### src/rtl/lsu_violation_arbiter.sv
// lsu_violation_arbiter: picks the oldest memory-order violation reported by the
// LSU channels, holds it in a single pending slot and presents it to the
// front end and ROB with a valid/ready handshake. Reports that an older
// violation or an external flush makes redundant are dropped.
// Optional build macro LSU_VIOL_STATS_EN adds saturating issue/drop counters.
module lsu_violation_arbiter #(
  parameter int NUM_PORTS = 2,
  parameter int ROB_TAG_W = 6,
  parameter int PC_W      = 32,
  parameter int BHSR_W    = 8,
  parameter int SSIT_W    = 10,
  parameter int LFST_W    = 4
) (
  input  logic                          clk,
  input  logic                          rst_n,
  input  logic [NUM_PORTS-1:0]          viol_valid_i,
  input  logic [NUM_PORTS-1:0]          viol_device_i,
  input  logic [NUM_PORTS*ROB_TAG_W-1:0] viol_rob_tag_i,
  input  logic [NUM_PORTS*PC_W-1:0]     viol_pc_i,
  input  logic [NUM_PORTS*BHSR_W-1:0]   viol_bhsr_i,
  input  logic [NUM_PORTS*SSIT_W-1:0]   viol_load_pc_i,
  input  logic [NUM_PORTS*SSIT_W-1:0]   viol_store_pc_i,
  input  logic [NUM_PORTS*LFST_W-1:0]   viol_load_id_i,
  input  logic [NUM_PORTS*LFST_W-1:0]   viol_store_id_i,
  input  logic [ROB_TAG_W-1:0]          rob_head_i,
  input  logic                          ext_flush_i,
  input  logic [ROB_TAG_W-1:0]          ext_flush_tag_i,
  input  logic                          redirect_ready_i,
  output logic                          store_set_violation_o,
  output logic                          device_violation_o,
  output logic [ROB_TAG_W-1:0]          store_set_rob_tag_o,
  output logic [PC_W-1:0]               violation_pc_o,
  output logic [BHSR_W-1:0]             violation_bhsr_o,
  output logic [SSIT_W-1:0]             violation_load_pc_o,
  output logic [SSIT_W-1:0]             violation_store_pc_o,
  output logic [LFST_W-1:0]             violation_load_id_o,
  output logic [LFST_W-1:0]             violation_store_id_o
`ifdef LSU_VIOL_STATS_EN
  ,
  output logic [31:0]                   viol_issue_cnt_o,
  output logic [31:0]                   viol_drop_cnt_o
`endif
);

  localparam int IDX_W = (NUM_PORTS > 1) ? $clog2(NUM_PORTS) : 1;

  typedef struct packed {
    logic [ROB_TAG_W-1:0] tag;
    logic [PC_W-1:0]      pc;
    logic [BHSR_W-1:0]    bhsr;
    logic [SSIT_W-1:0]    load_pc;
    logic [SSIT_W-1:0]    store_pc;
    logic [LFST_W-1:0]    load_id;
    logic [LFST_W-1:0]    store_id;
  } viol_t;

  // Store-set and device flags are kept as separate flops so both outputs come
  // straight from registers; the slot is valid when either is set.
  logic                 ss_q, ss_d, dev_q, dev_d;
  viol_t                entry_q, entry_d;
  logic                 pend_valid;
  logic [ROB_TAG_W-1:0] pend_age, flush_age, cand_age;
  logic [IDX_W-1:0]     cand_idx;
  logic                 cand_valid, cand_device, cand_keep, pend_keep;
  logic                 issue, capture;
  viol_t                cand_entry;

  assign pend_valid = ss_q | dev_q;
  assign pend_age   = entry_q.tag - rob_head_i;
  assign flush_age  = ext_flush_tag_i - rob_head_i;
  assign issue      = pend_valid & redirect_ready_i;

  // Oldest valid report across the ports; scanning upward with a strict compare
  // makes the lowest port win an age tie.
  always_comb begin : cand_sel
    logic [ROB_TAG_W-1:0] port_age;
    port_age   = '0;
    cand_valid = 1'b0;
    cand_idx   = '0;
    cand_age   = '0;
    for (int p = 0; p < NUM_PORTS; p++) begin
      port_age = viol_rob_tag_i[p*ROB_TAG_W +: ROB_TAG_W] - rob_head_i;
      if (viol_valid_i[p] && (!cand_valid || port_age < cand_age)) begin
        cand_valid = 1'b1;
        cand_idx   = IDX_W'(p);
        cand_age   = port_age;
      end
    end
  end

  // Payload of the winning port.
  always_comb begin
    cand_device         = viol_device_i[cand_idx];
    cand_entry.tag      = viol_rob_tag_i[cand_idx*ROB_TAG_W +: ROB_TAG_W];
    cand_entry.pc       = viol_pc_i[cand_idx*PC_W +: PC_W];
    cand_entry.bhsr     = viol_bhsr_i[cand_idx*BHSR_W +: BHSR_W];
    cand_entry.load_pc  = viol_load_pc_i[cand_idx*SSIT_W +: SSIT_W];
    cand_entry.store_pc = viol_store_pc_i[cand_idx*SSIT_W +: SSIT_W];
    cand_entry.load_id  = viol_load_id_i[cand_idx*LFST_W +: LFST_W];
    cand_entry.store_id = viol_store_id_i[cand_idx*LFST_W +: LFST_W];
  end

  // Flush filter and next-slot decision. An issue uses the unfiltered pending
  // valid, so an accept wins over a same-cycle flush of the pending entry.
  always_comb begin
    cand_keep = cand_valid & ~(ext_flush_i & (cand_age > flush_age));
    pend_keep = pend_valid & ~(ext_flush_i & (pend_age > flush_age));
    if (issue) begin
      capture = cand_keep & (cand_age < pend_age);
    end else begin
      capture = cand_keep & (~pend_keep | (cand_age < pend_age));
    end
    ss_d    = 1'b0;
    dev_d   = 1'b0;
    entry_d = '0;
    if (capture) begin
      ss_d    = ~cand_device;
      dev_d   = cand_device;
      entry_d = cand_entry;
    end else if (!issue && pend_keep) begin
      ss_d    = ss_q;
      dev_d   = dev_q;
      entry_d = entry_q;
    end
  end

  // Pending slot register.
  always_ff @(posedge clk or negedge rst_n) begin
    if (!rst_n) begin
      ss_q    <= 1'b0;
      dev_q   <= 1'b0;
      entry_q <= '0;
    end else begin
      ss_q    <= ss_d;
      dev_q   <= dev_d;
      entry_q <= entry_d;
    end
  end

  assign store_set_violation_o = ss_q;
  assign device_violation_o    = dev_q;
  assign store_set_rob_tag_o   = entry_q.tag;
  assign violation_pc_o        = entry_q.pc;
  assign violation_bhsr_o      = entry_q.bhsr;
  assign violation_load_pc_o   = entry_q.load_pc;
  assign violation_store_pc_o  = entry_q.store_pc;
  assign violation_load_id_o   = entry_q.load_id;
  assign violation_store_id_o  = entry_q.store_id;

`ifdef LSU_VIOL_STATS_EN
  logic [31:0]          issue_cnt_q, issue_cnt_d, drop_cnt_q, drop_cnt_d;
  logic [NUM_PORTS-1:0] other_valid;
  logic                 dropped;

  // A cycle drops something when a non-winning port is valid or the winner
  // itself is not captured.
  always_comb begin
    other_valid = viol_valid_i & ~(NUM_PORTS'(1) << cand_idx);
    dropped     = (|other_valid) | (cand_valid & ~capture);
    issue_cnt_d = issue_cnt_q;
    drop_cnt_d  = drop_cnt_q;
    if (issue && issue_cnt_q != '1) issue_cnt_d = issue_cnt_q + 32'd1;
    if (dropped && drop_cnt_q != '1) drop_cnt_d = drop_cnt_q + 32'd1;
  end

  // Saturating statistics counters.
  always_ff @(posedge clk or negedge rst_n) begin
    if (!rst_n) begin
      issue_cnt_q <= '0;
      drop_cnt_q  <= '0;
    end else begin
      issue_cnt_q <= issue_cnt_d;
      drop_cnt_q  <= drop_cnt_d;
    end
  end

  assign viol_issue_cnt_o = issue_cnt_q;
  assign viol_drop_cnt_o  = drop_cnt_q;
`endif

endmodule

### config.mk
export PLATFORM = sky130hd
export DESIGN_NAME = lsu_violation_arbiter
export DESIGN_NICKNAME = d
export VERILOG_FILES = /design/src/rtl/lsu_violation_arbiter.sv
export SDC_FILE = /design/constraint.sdc
export NUM_CORES = 1
export LEC_CHECK = 0
export CORE_AREA = 2 2 149 151
export CTS_CLUSTER_SIZE = 40
export DETAILED_ROUTE_END_ITERATION = 8
export DIE_AREA = 0 0 151 153
export SYNTH_ARGS = -nofsm -noshare
export SYNTH_HDL_FRONTEND = slang
export SYNTH_SLANG_ARGS = --single-unit
### constraint.sdc
create_clock -name clk -period 4.55 [get_ports clk]
set_input_delay 0.455 -clock clk [delete_from_list [all_inputs] [get_ports clk]]
set_output_delay 0.455 -clock clk [all_outputs]
set_load 0.05 [all_outputs]
[Word-level counts from Yosys, hierarchy flattened]
Index checks and enable logic that the tools add are counted.
Storage, ports and cells
  bits in registers: 76
  input bits: 168
  output and inout port bits: 76
  word-level logic and storage cells: 59
Cells by class
  add/subtract/negate cells: 4
  multipliers: 2
  magnitude comparators: 5
  eq/ne operators: 1
  shift operators: 7
  multiplexer cells: 13
  bitwise operators: 13
  reduce and logical (&&, ||, !) cells: 5
Operator list (count)
  2-to-1 mux 74 bit: 2
  indexed part select 64 x 7 -> 32 bit: 1
  indexed part select 20 x 6 -> 10 bit: 2
  subtractor 6 bit: 4
  indexed part select 16 x 5 -> 8 bit: 1
  indexed part select 8 x 4 -> 4 bit: 2
  greater-than comparator 6 bit: 2
  less-than comparator 6 bit: 2
  2-to-1 mux 6 bit: 2
  indexed part select 12 x 5 -> 6 bit: 1
  2-to-1 mux 1 bit: 9
  AND 1 bit: 7
  multiplier 1 x 3 -> 4 bit, second input constant: 1
  NOT 1 bit: 4
  multiplier 1 x 2 -> 3 bit, second input constant: 1
  logical AND 1 bit: 2
  logical NOT 1 bit: 2
  less-than comparator 1 x 2 -> 1 bit, second input constant: 1
  inequality test 2 bit, second input constant: 1
  bitwise OR 1 bit: 2
  logical OR 1 bit: 1

[Logic depth before layout (Yosys ltp)]
  word-level depth: 13
  mapped depth: 26
  gate-level depth less buffers: 22

[Worst setup path after synthesis]
OpenSTA, ideal clock, no wires.
  path kind: input port to flip-flop
  start point: input port rob_head_i[1]
  end point: register ss_q (netlist: store_set_violation_o)
  library setup time: 0.128 ns
  data arrival time: 5.162 ns
  required time: 4.422 ns
  slack: -0.739 ns
  stages on the path: 24
  path buffers: 3
  cells stage by stage: inv_1 ha_1 nor2b_1 o21ai_0 a21boi_0 or4_1 nand3_1 inv_1 ha_1 nand2_1 o21a_1 o221ai_1 clkbuf_1 nand3_1 o21ai_0 ha_1 nor2b_1 o31ai_1 a211oi_1 a2111oi_0 a32o_1 clkbuf_1 buf_6 mux2_1
On the way
  word-level cells in the longest chain between the ends: 13
  elaborated cells on any way between the ends: 31
  those cells by class: 4 x add/sub; 4 x order compare; 1 x eq/ne; 8 x mux; 11 x bitwise; 3 x reduce/logical
RTL lines
  start: declaration: line 25  | input logic [ROB_TAG_W-1:0] rob_head_i,
  subtractor 6 bit: line 82  | port_age = viol_rob_tag_i[p*ROB_TAG_W +: ROB_TAG_W] - rob_head_i;
  2-to-1 mux 6 bit: line 83  | if (viol_valid_i[p] && (!cand_valid || port_age < cand_age)) begin
  less-than comparator 6 bit: line 83
  logical OR 1 bit: line 83
  logical AND 1 bit: line 83
  2-to-1 mux 6 bit: line 83
  greater-than comparator 6 bit: line 106  | cand_keep = cand_valid & ~(ext_flush_i & (cand_age > flush_age));
  AND 1 bit: line 106
  NOT 1 bit: line 106
  AND 1 bit: line 106
  AND 1 bit, on equally long branches: line 111, 109
  2-to-1 mux 1 bit: line 108  | if (issue) begin
  inequality test 2 bit (no source line) or 2-to-1 mux 1 bit (tied branches)
  end signal: assignment: line 134  | ss_q <= ss_d;
  end: declaration: line 59  | logic ss_q, ss_d, dev_q, dev_d;
Parallel ways exist; a longest one is shown, timed or not. The select of a mux whose other input is x is not followed.
A chain may end at the register's enable or synchronous reset.

[Worst setup path in the final report]
Same ends and word-level chain as after synthesis.

==> reports/results.txt <==
Count leader, synth: mux2i_1
Pre-CTS WS: -1.24 ns
VDD IR-drop max: 0.370 mV
First-pass GRT wire length: 28100 µm
Initial core utilization: 24.7%
Cell taking the most area after synthesis: dfrtp_1
Clk_lat worst skew: 0.34 ns
Worst setup EP type: flip-flop
Gr ovfl total: 0
Leakage: 4.58 nW
Iteration-0 DRC Markers: 171
ANT nets after route: 0
Root Driver: clkbuf_16
Multi-input gate area: 3590 µm²
Startpoint types: input port
Nets: 1048
Gpl congestion: 0.814
WP data required: 4.78 ns
CP max stage cell: or4_4
CP Buf/Inv Count: 8
Gate Count Post-Synth: 524
Input/output buffers: 243
Reg area: 1900 µm²
HP Class: in -> async
Failing checks: negative setup slack
Most frequent CP cell: buf_6
Full die area: 23100 µm²
Synth async-reset ratio: 100%
Slew margin rel.: 55.9%
Pin count of the biggest net entering global routing: 44
Worst setup margin: -0.319 ns
Most common library cells after synthesis: mux2i_1, nand2_1, dfrtp_1
Period utilization: 107%
Fillers: 2080
Number of global-route vias before repair: 5264
CTS tree: built
Tot GR Track Use: 15.8%
Register clock-pin slew on the reported worst setup and hold paths: 0.07 ns
H-tree depth: 3
Number of buffers created by CTS: 9
Clk_skew: 0.00724 ns
Layout cells sized above 1: 20.4%
Synth area leaders: dfrtp_1, mux2i_1, ha_1
Crit path arrival time: 5.09 ns
Post-DP HPWL: 13200 µm
Final std cells w/o fill: 1121
Max Fclk: 205 MHz
Routed WL: 18100 µm
Hold slack final: 0.0533 ns
CTS max path bufs: 2
Post-placement cell count: 1079
Setup slack, reg-to-reg: 0.65 ns
Worst-path fanout max: 5
Crit path largest cell delay: 0.44 ns
Unrepaired setup endpoints after global routing: true
Area Growth Syn to Fin: 79.9%
Outcome: complete, but fails checks
Die W: 151 µm
Core Footprint: 21500 µm²
Final hold violation count: 0
Via density: 4.41
Mapped Nets: 737
DRC errors left: 0
Synth Cell Area: 5310 µm²
PD cells: 750 nW/µm²
Vias post-DR: 4945
Yosys warnings: 0
Mapped Avg Cell Area: 10.1 µm²
EDFF count, synth: 0
Netlist cell types: 43
Post-DR wirelength/cell: 16.1 µm
Main synth FF type: dfrtp_1
I/O pin count: 244
# rows: 54
Delay-heaviest family, CP: compound AO/OA/AOI/OAI gates
Slew Viols, Final: 0
Max-Cap Viols: 0
Initial antenna violation count: 1
Post-synth top area share: 35.8%
Die H: 153 µm
Kind of critical path: in -> reg
Sequential area share after synthesis: 35.8%
Clk sinks: 76
First-pass detailed-route iteration total: 4
Post-route minimum period: 4.87 ns
Final Power: 7.17 mW
Synthesized flop and latch total: 76
Worst-margin pin slew: 0.661 ns
TNS Setup: -18.87 ns
Final Setup Violations: 76
[per-layer routing]
layer	up-vias	share of wire, %	track usage [%]
met5	-	0	0
met4	0	1.7	4.54
met3	17	5.1	3.85
met2	126	51	27.6
met1	2330	42	19.1
li1	2472	-	-
[worst paths after layout]
check / startpoint / endpoint / cells after the start
min in group clk: viol_rob_tag_i[0] / store_set_rob_tag_o[0] / 3
setup / recovery: rob_head_i[1] / store_set_violation_o / 27
setup reg to reg: store_set_rob_tag_o[0] / store_set_violation_o / 16
hold / removal: rst_n / violation_pc_o[18] / 1
hold reg to reg: violation_store_pc_o[1] / violation_store_pc_o[1] / 2
max in group asynchronous: rst_n / violation_bhsr_o[1] / 2
[cells in the final DEF, fill, tap and decap left out, types with 4 or more instances in the layout]
| master | count |
|---|---|
| clkdlybuf4s50_1 | 227 |
| inv_2 | 5 |
| clkbuf_16 | 10 |
| buf_2 | 4 |
| dfrtp_1 | 76 |
| buf_4 | 62 |
| nor2_1 | 8 |
| buf_12 | 9 |
| nand2_1 | 87 |
| o21ai_2 | 4 |
| a21o_1 | 9 |
| mux2i_1 | 147 |
| buf_6 | 7 |
| xor2_1 | 10 |
| inv_1 | 20 |
| xnor2_1 | 6 |
| dlygate4sd2_1 | 8 |
| a21oi_1 | 12 |
| ha_4 | 13 |
| inv_6 | 4 |
| buf_16 | 4 |
| ha_1 | 26 |
[power breakdown]
group          internal, mW  leakage, nW  total (mW)  switching [mW]
sequential             1.02        0.939        1.22           0.198
combinational          2.36         3.49        5.18            2.82
clock                 0.441        0.155       0.774           0.332
total                  3.81         4.58        7.17            3.35
[layout make-up]
cell class / count / area share [%]
inverters: 27 / 1.13
clock buffers: 9 / 2.36
diodes: 1 / 0.0262
well taps: 280 / 3.66
multi-input cells: 394 / 37.6
flip-flops and latches: 76 / 19.9
clock inverters: 7 / 0.916
repair buffers: 327 / 34.4
[cell families after synthesis]
family | count (synthesis) | share of synthesized area [%]
AO/OA/AOI/OAI | 51 | 6.26
XOR/XNOR | 18 | 2.97
adder cells (fa/ha/maj) | 45 | 11.2
buffers and inverters | 54 | 4.61
flip-flops | 76 | 35.8
multiplexers | 153 | 28.9
AND/OR/NAND/NOR | 127 | 10.3
[registers in the layout, indices dropped and copies added, names as in the netlist]
name / cells
violation_bhsr_o: 8
store_set_rob_tag_o: 6
device_violation_o: 1
violation_store_id_o: 4
violation_load_pc_o: 10
violation_load_id_o: 4
store_set_violation_o: 1
violation_pc_o: 32
violation_store_pc_o: 10
[timing repair]
action,in CTS,in global routing
gates resized for setup,94,26
pin swaps,28,18
cloned,6,1
buffers inserted,19,6
endpoints found under the setup margin,76,76
hold buffers,0,0
[worst register-to-register path, stage by stage, from the launching register on]
cell,delay (ns)
dfrtp_1,0.43
inv_1,0.08
ha_1,0.15
inv_1,0.07
fa_1,0.40
a21o_1,0.17
a21oi_1,0.18
xnor2_1,0.15
ha_1,0.33
nand4_1,0.11
or3b_1,0.38
and3b_1,0.18
a211o_1,0.33
a32o_4,0.31
buf_6,0.14
buf_6,0.11
mux2_4,0.28
[through the flow]
step           util [%]  area (µm²)
2_1_floorplan         -        5390
3_3_place_gp       39.7        8540
3_5_place_dp       39.7        8540
4_1_cts            44.1        9470
5_1_grt            44.5        9560
6_report           44.5        9560
Power figures use the tool's default switching activity.
